**config.mk**
```make
export PLATFORM = sky130hd
export DESIGN_NAME = fp_div_norm_round
export DESIGN_NICKNAME = d
export VERILOG_FILES = /design/src/rtl/fp_div_norm_round.sv
export SDC_FILE = /design/constraint.sdc
export NUM_CORES = 1
export LEC_CHECK = 0
export CORE_ASPECT_RATIO = 0.75
export CORE_MARGIN = 4
export CORE_UTILIZATION = 51
export CTS_CLUSTER_SIZE = 10
export DETAILED_ROUTE_END_ITERATION = 7
export PLACE_DENSITY_LB_ADDON = 0.12
export SYNTH_ARGS = -nofsm -noshare
export SYNTH_HDL_FRONTEND = slang
export SYNTH_SLANG_ARGS = --single-unit
```
**constraint.sdc**
```tcl
create_clock -name clk -period 4.3 [get_ports clk]
set_input_delay 0.645 -clock clk [delete_from_list [all_inputs] [get_ports clk]]
set_output_delay 0.645 -clock clk [all_outputs]
set_load 0.005 [all_outputs]
```
**src/rtl/fp_div_norm_round.sv**
```systemverilog
// FP divide post-stage: normalizes the raw quotient one bit per cycle, rounds to nearest-even, packs IEEE-754 single.
// Optional FP_NORM_FLAGS_EN adds the registered {overflow, underflow, inexact} output.
module fp_div_norm_round #(
    parameter int unsigned MW   = 24,
    parameter int unsigned QW   = MW + 2,
    parameter int unsigned EW   = 8,
    parameter int unsigned EMAX = (1 << EW) - 1
) (
    input  logic             clk,
    input  logic             rstn,
    input  logic             in_valid,
    output logic             in_ready,
    input  logic             in_sign,
    input  logic [EW+1:0]    in_exp,
    input  logic [QW-1:0]    in_quot,
    input  logic             in_rem_nz,
    output logic             out_valid,
    input  logic             out_ready,
    output logic [EW+MW-1:0] out_result
`ifdef FP_NORM_FLAGS_EN
    ,
    output logic [2:0]       out_flags
`endif
);

    localparam int unsigned XW = EW + 2;
    localparam int unsigned RW = EW + MW;

    typedef enum logic [1:0] {IDLE, NORM, ROUND, DONE} state_t;

    state_t          state, state_nxt;
    logic            sign_q;
    logic [XW-1:0]   exp_q;
    logic [QW-1:0]   quot_q;
    logic            sticky_q;

    logic            accept;
    logic            round_bit, sticky_bit, inc, carry, ovf, unf;
    logic [MW-1:0]   frac_sum;
    logic [XW-1:0]   exp_r;
    logic [RW-1:0]   res_round;
    logic            in_ready_d, out_valid_d;
    logic [RW-1:0]   result_d;
`ifdef FP_NORM_FLAGS_EN
    logic [2:0]      flags_round, flags_d;
`endif

    assign accept = in_valid & in_ready;

    // State register
    always_ff @(posedge clk) begin
        if (!rstn) state <= IDLE;
        else       state <= state_nxt;
    end

    // Next-state logic
    always_comb begin
        state_nxt = state;
        unique case (state)
            IDLE: begin
                if (accept) begin
                    if (in_quot == '0) state_nxt = DONE;
                    else               state_nxt = NORM;
                end
            end
            NORM:    if (quot_q[QW-1]) state_nxt = ROUND;
            ROUND:   state_nxt = DONE;
            DONE:    if (out_ready) state_nxt = IDLE;
            default: state_nxt = IDLE;
        endcase
    end

    // Round-to-nearest-even on the fraction only; a carry out means the mantissa wrapped to 1.0
    always_comb begin
        round_bit  = quot_q[1];
        sticky_bit = quot_q[0] | sticky_q;
        inc        = round_bit & (sticky_bit | quot_q[2]);
        frac_sum   = {1'b0, quot_q[QW-2:2]} + MW'(inc);
        carry      = frac_sum[MW-1];
        exp_r      = exp_q + XW'(carry);
        ovf        = !exp_r[XW-1] && (exp_r >= XW'(EMAX));
        unf        = !ovf && (exp_r[XW-1] || (exp_r == '0));
        if (ovf)      res_round = {sign_q, {EW{1'b1}}, (MW-1)'(0)};
        else if (unf) res_round = {sign_q, (RW-1)'(0)};
        else          res_round = {sign_q, exp_r[EW-1:0], frac_sum[MW-2:0]};
`ifdef FP_NORM_FLAGS_EN
        flags_round = {ovf, unf, round_bit | sticky_bit | ovf | unf};
`endif
    end

    // Output next-values
    always_comb begin
        in_ready_d  = (state_nxt == IDLE);
        out_valid_d = (state_nxt == DONE);
        result_d    = out_result;
`ifdef FP_NORM_FLAGS_EN
        flags_d     = out_flags;
`endif
        if ((state == IDLE) && accept && (in_quot == '0)) begin
            result_d = {in_sign, (RW-1)'(0)};
`ifdef FP_NORM_FLAGS_EN
            flags_d  = '0;
`endif
        end else if (state == ROUND) begin
            result_d = res_round;
`ifdef FP_NORM_FLAGS_EN
            flags_d  = flags_round;
`endif
        end
    end

    // Registered outputs and datapath
    always_ff @(posedge clk) begin
        if (!rstn) begin
            in_ready   <= 1'b1;
            out_valid  <= 1'b0;
            out_result <= '0;
`ifdef FP_NORM_FLAGS_EN
            out_flags  <= '0;
`endif
            sign_q     <= 1'b0;
            exp_q      <= '0;
            quot_q     <= '0;
            sticky_q   <= 1'b0;
        end else begin
            in_ready   <= in_ready_d;
            out_valid  <= out_valid_d;
            out_result <= result_d;
`ifdef FP_NORM_FLAGS_EN
            out_flags  <= flags_d;
`endif
            if ((state == IDLE) && accept) begin
                sign_q   <= in_sign;
                exp_q    <= in_exp;
                quot_q   <= in_quot;
                sticky_q <= in_rem_nz;
            end else if ((state == NORM) && !quot_q[QW-1]) begin
                quot_q <= {quot_q[QW-2:0], 1'b0};
                exp_q  <= exp_q - XW'(1);
            end
        end
    end

endmodule
```
=== Word level (Yosys, flattened, before mapping) ===
Cells that the tools add are included.

* Register bits: 74
* Input bits: 42

* Bitwise gates (word level): 5
* Magnitude comparators: 1
* Add/subtract/negate cells: 3
* Multiplexer cells: 13
* Reduce and logical (&&, ||, !) cells: 16
* Equal/unequal tests: 4

{| class="wikitable"
|+ Operator list
! cell !! number
|-
| 32-bit two-way mux || 2
|-
| 31-bit two-way mux || 2
|-
| 26-bit two-way mux || 2
|-
| 26-bit logical NOT || 1
|-
| 23-bit by 1-bit adder with 24-bit output || 1
|-
| 10-bit two-way mux || 2
|-
| 10-bit by 1-bit adder with 10-bit output || 1
|-
| 10-bit by 8-bit greater-or-equal comparator with 1-bit output, second input constant || 1
|-
| 10-bit logical NOT || 1
|-
| 10-bit by 1-bit subtractor with 10-bit output, second input constant || 1
|-
| 2-bit two-way mux || 4
|-
| 2-bit one-hot mux with 4 select lines || 1
|-
| 2-bit == test, second input constant || 3
|-
| 1-bit logical AND || 5
|-
| 2-bit logical NOT || 2
|-
| 2-bit nonzero test || 2
|-
| 1-bit logical NOT || 3
|-
| 1-bit AND || 2
|-
| 2-bit by 1-bit == test with 1-bit output, second input constant || 1
|-
| 1-bit OR || 2
|-
| 2-bit OR reduction || 1
|-
| 1-bit logical OR || 1
|-
| 1-bit NOT || 1
|}

=== Longest topological paths before layout ===
* Word-level depth: 13
* Gate-level depth with buffers: 14
* Mapped depth without buffers: 13

=== Worst setup path before layout ===
Ideal clock, no wire load.

* Kind: register -> register
* From: register quot_q[4]
* To: register out_result[3]
* Cell stages (with the launch flop): 15
* Data required time: 4.172 ns
* Arrival time: 2.904 ns
* Buffers on the path: 2
* Period minus slack after synthesis: 3.032 ns
* Path slack: 1.268 ns
* Cells stage by stage: dfxtp_1 nand3_1 nor3_1 nor2b_1 nand2_1 nor2_1 ha_1 ha_1 xnor2_1 or3_1 o311a_1 buf_2 buf_2 a32oi_1 nor2_1

* Cells in the longest elaborated chain, start to end: 8
* Elaborated cells on any way between the ends: 11

{| class="wikitable"
|+ RTL lines
! what !! line !! RTL
|-
| start, declared || 34 || <nowiki>logic [QW-1:0] quot_q;</nowiki>
|-
| start signal, assigned || 135 || <nowiki>quot_q <= in_quot;</nowiki>
|-
| start signal, assigned || 138 || <nowiki>quot_q <= {quot_q[QW-2:0], 1'b0};</nowiki>
|-
| 23-bit by 1-bit adder with 24-bit output * || 78 || <nowiki>frac_sum = {1'b0, quot_q[QW-2:2]} + MW'(inc);</nowiki>
|-
| 10-bit by 1-bit adder with 10-bit output || 80 || <nowiki>exp_r = exp_q + XW'(carry);</nowiki>
|-
| 10-bit by 8-bit greater-or-equal comparator with 1-bit output or 1-bit logical NOT (tied branches) || 81 || <nowiki>ovf = !exp_r[XW-1] && (exp_r >= XW'(EMAX));</nowiki>
|-
| 1-bit logical AND || 81 ||
|-
| 1-bit logical NOT || 82 || <nowiki>unf = !ovf && (exp_r[XW-1] || (exp_r == '0));</nowiki>
|-
| 1-bit logical AND || 82 ||
|-
| 31-bit two-way mux || 84 || <nowiki>else if (unf) res_round = {sign_q, (RW-1)'(0)};</nowiki>
|-
| 31-bit two-way mux * || 83 || <nowiki>if (ovf) res_round = {sign_q, {EW{1'b1}}, (MW-1)'(0)};</nowiki>
|-
| end signal, assigned || 128 || <nowiki>out_result <= result_d;</nowiki>
|-
| end, declared || 19 || <nowiki>output logic [EW+MW-1:0] out_result</nowiki>
|}

Every way passes the cells marked *; elsewhere a longest branch is shown, timed or not.
A chain may end at the register's enable or synchronous reset.

=== Final worst setup path ===
* From: register quot_q[4]
* To: register out_result[19]

Same word-level chain as after synthesis.

==> results.json <==
{
  "max_clock_buf_depth": 2,
  "hold_path.class": "reg2reg",
  "max_cap_viol_count": 0,
  "worstPathMaxFanout": 16,
  "final_layout_size_suffix_gt1_share_pct": 6.79,
  "die_width_um": 105,
  "worst_slew_margin_rel_pct": 23.1,
  "worstPathCellList": "nand3_1 > nor3_1 > nor2b_1 > buf_4 > nand2_1 > nor2_1 > ha_1 > ha_1 > nand2_1 > xor2_1 > o311a_1 > nand2_2 > o31ai_1",
  "final_min_period_over_clock_period_pct": 89.4,
  "critical_path.startpoint_type": "register",
  "synth.cell_area_mm2": 0.00362,
  "slowest_stage": "o311a_1",
  "die_area_mm2": 0.00853,
  "rsz_0062_raised_after_global_routing": "false",
  "cts.repair_timing.setup_buffer_count": 0,
  "postPlaceCellArea_mm2": 0.00441,
  "final_ant_viol_nets": 0,
  "num-nets-final": 544,
  "status": "finished clean",
  "cp-startpoint": "quot_q[4]$_SDFFE_PN0P_",
  "average_via_count_per_standard_cell": 5.85,
  "cp_slowest_stage_delay_ns": 0.74,
  "finalCriticalPeriod_ns": 3.84,
  "power.total_uw": 1870,
  "hp-start": "sticky_q$_SDFFE_PN0P_",
  "detail_route.first_pass.iterations": 5,
  "worst_skew_pair.late_latency_ns": 0.35,
  "cts_tree": "built",
  "async_reset_ff_share_pct": 0,
  "yosys_register_bits": 74,
  "grt_overflow": 0,
  "synthCells": 434,
  "grt_pass1_wl_um": 15700,
  "numCtsBuffers": 9,
  "via_count_of_the_first_global_routing_pass": 3149,
  "multi_input_comb_area_mm2": 0.00199,
  "final_slew_viol_count": 0,
  "dr.first_iter.drc_count": 276,
  "reg2reg_from": "quot_q[4]$_SDFFE_PN0P_",
  "timing_worst_setup_path_type": "reg2reg",
  "antennaDiodeCount": 0,
  "fin_util_pct": 67.3,
  "design_area_mm2": 0.00462,
  "routed_via_count": 3505,
  "synth_cell_type_count": 51,
  "leakage_uw": 0.00156,
  "max_slew.worst_pin.slew_ns": 1.15,
  "antenna_violations_before_repair": 0,
  "cts_hold_buffers": 0,
  "critPathCaptureType": "register",
  "synth_seq_area_share_pct": 40.9,
  "maximum_number_of_pins_on_one_net_before_global_route_repair": 41,
  "initial_utilization_pct": 52.8,
  "fin_setup_tns_ns": 0,
  "hold_violations": 0,
  "h-tree-depth": 3,
  "detail_route.drc_violations": 0,
  "standard_cell_row_count": 26,
  "yosysWarningCount": 0,
  "ff_latch_area_mm2": 0.00148,
  "mean_instance_size_in_the_synthesized_netlist_um2": 8.35,
  "routedWlPerCell_um": 16.5,
  "vdd_drop_max_v": 0.000235,
  "ys.flop_type": "dfxtp_1",
  "portBuffers": 75,
  "power_density_mw_per_mm2": 406,
  "arrival_time_of_the_worst_setup_path_ns": 4.10,
  "fill_cells": 580,
  "cp_data_required_time_ns": 4.55,
  "core_area_mm2": 0.00686,
  "routabilityCongestion": 0.841,
  "final.setup_skew_ns": 0.0115,
  "cts.repair.resized": 0,
  "detailed_place_hpwl_um": 6880,
  "clock-root-buffer": "clkbuf_8",
  "clock_slew_at_the_register_clock_pins_of_the_worst_setup_and_hold_paths_ns": 0.08,
  "grt.total_usage_pct": 23.3,
  "syn_to_final_growth_pct": 27.5,
  "achievable-frequency_ghz": 0.260,
  "die_height_um": 81,
  "route.final.wire_length_um": 9870,
  "cts.sink_count": 74,
  "synth_edf_count": 0,
  "fin_hold_ws_ns": 0.463,
  "postSynthNetCount": 481,
  "setup_violation_total_in_the_final_timing_report": 0,
  "boundaryPins": 76
}
==> final timing paths <==
check / endpoint / slack [ns] / cells past startpoint
max: out_result[19]$_SDFFE_PP0N_ / 0.46 / 13
min: sticky_q$_SDFFE_PN0P_ / 0.46 / 2
max reg2reg: out_result[19]$_SDFFE_PP0N_ / 0.46 / 13
min reg2reg: sticky_q$_SDFFE_PN0P_ / 0.46 / 2
==> sequential cells by signal, indices dropped and copies added, names as in the netlist <==
register / cells
in_ready: 1
exp_q: 10
sticky_q: 1
out_valid: 1
sign_q: 1
state: 2
out_result: 32
quot_q: 26
==> cells in the mapped netlist, types with 7 or more instances <==
library cell	count	area share (%)
nand2_1	55	5.7
xor2_1	15	3.6
dfxtp_1	74	41
a32oi_1	13	3.1
nand3_1	27	3.7
a22oi_1	23	4.8
clkbuf_1	18	1.9
nor2_1	43	4.5
xnor2_1	18	4.4
a21oi_1	39	5.4
o31ai_1	12	2.5
o21ai_0	7	0.97
==> through the flow <==
step	instances	worst slack [ns]
final	599	0.455
after global routing	599	0.104
after CTS	599	0.547
after detailed placement	584	0.592
after global placement	584	0.808
after floorplan	434	1.27
==> routing by layer <==
| layer | GRT usage, % | routed length [um] | vias up |
|---|---|---|---|
| met3 | 6.99 | 902 | 14 |
| met2 | 34.7 | 4280 | 157 |
| met4 | 7.08 | 108 | 0 |
| met1 | 32.6 | 4570 | 1630 |
| met5 | 0 | 0 | - |
| li1 | - | - | 1704 |
==> placed cells by master (no fill, tap or decap), drive strengths merged, types with 7 or more instances in the layout <==
cell type	instances
nand3	27
clkdlybuf4s50	75
clkbuf	10
a21oi	40
buf	7
a32oi	13
nor3	7
nor2	43
dfxtp	74
o31ai	12
nand2	56
o21ai	7
xnor2	18
xor2	15
a22oi	23
==> cell families after synthesis <==
group / synth area share, %
xor+xnor: 7.98
compound gates: 22.4
fa+ha+maj: 1.73
buf+inv: 4.38
simple gates: 22.4
mux: 0.276
flops: 40.9
==> power breakdown <==
part	internal [uW]	switching, uW
clock network	323	263
registers	749	102
logic	187	251
total	1260	616
==> critical path: cells and delay by family, from the launching register on <==
family	cells	cell delay (ns)
AND/OR/NAND/NOR	7	1.36
AO/OA/AOI/OAI	2	1.06
flip-flops	1	0.47
adder cells (fa/ha/maj)	2	0.46
XOR/XNOR	1	0.25
buffers and inverters	1	0.15
==> layout make-up <==
type | instances | area share [%]
well taps | 98 | 2.66
clock inverters | 5 | 1.73
flip-flops and latches | 74 | 32.1
clock buffers | 10 | 2.76
multi-input cells | 326 | 43.1
inverters | 4 | 0.325
repair buffers | 82 | 17.4
Note: power is estimated with default switching activity, not from simulation.
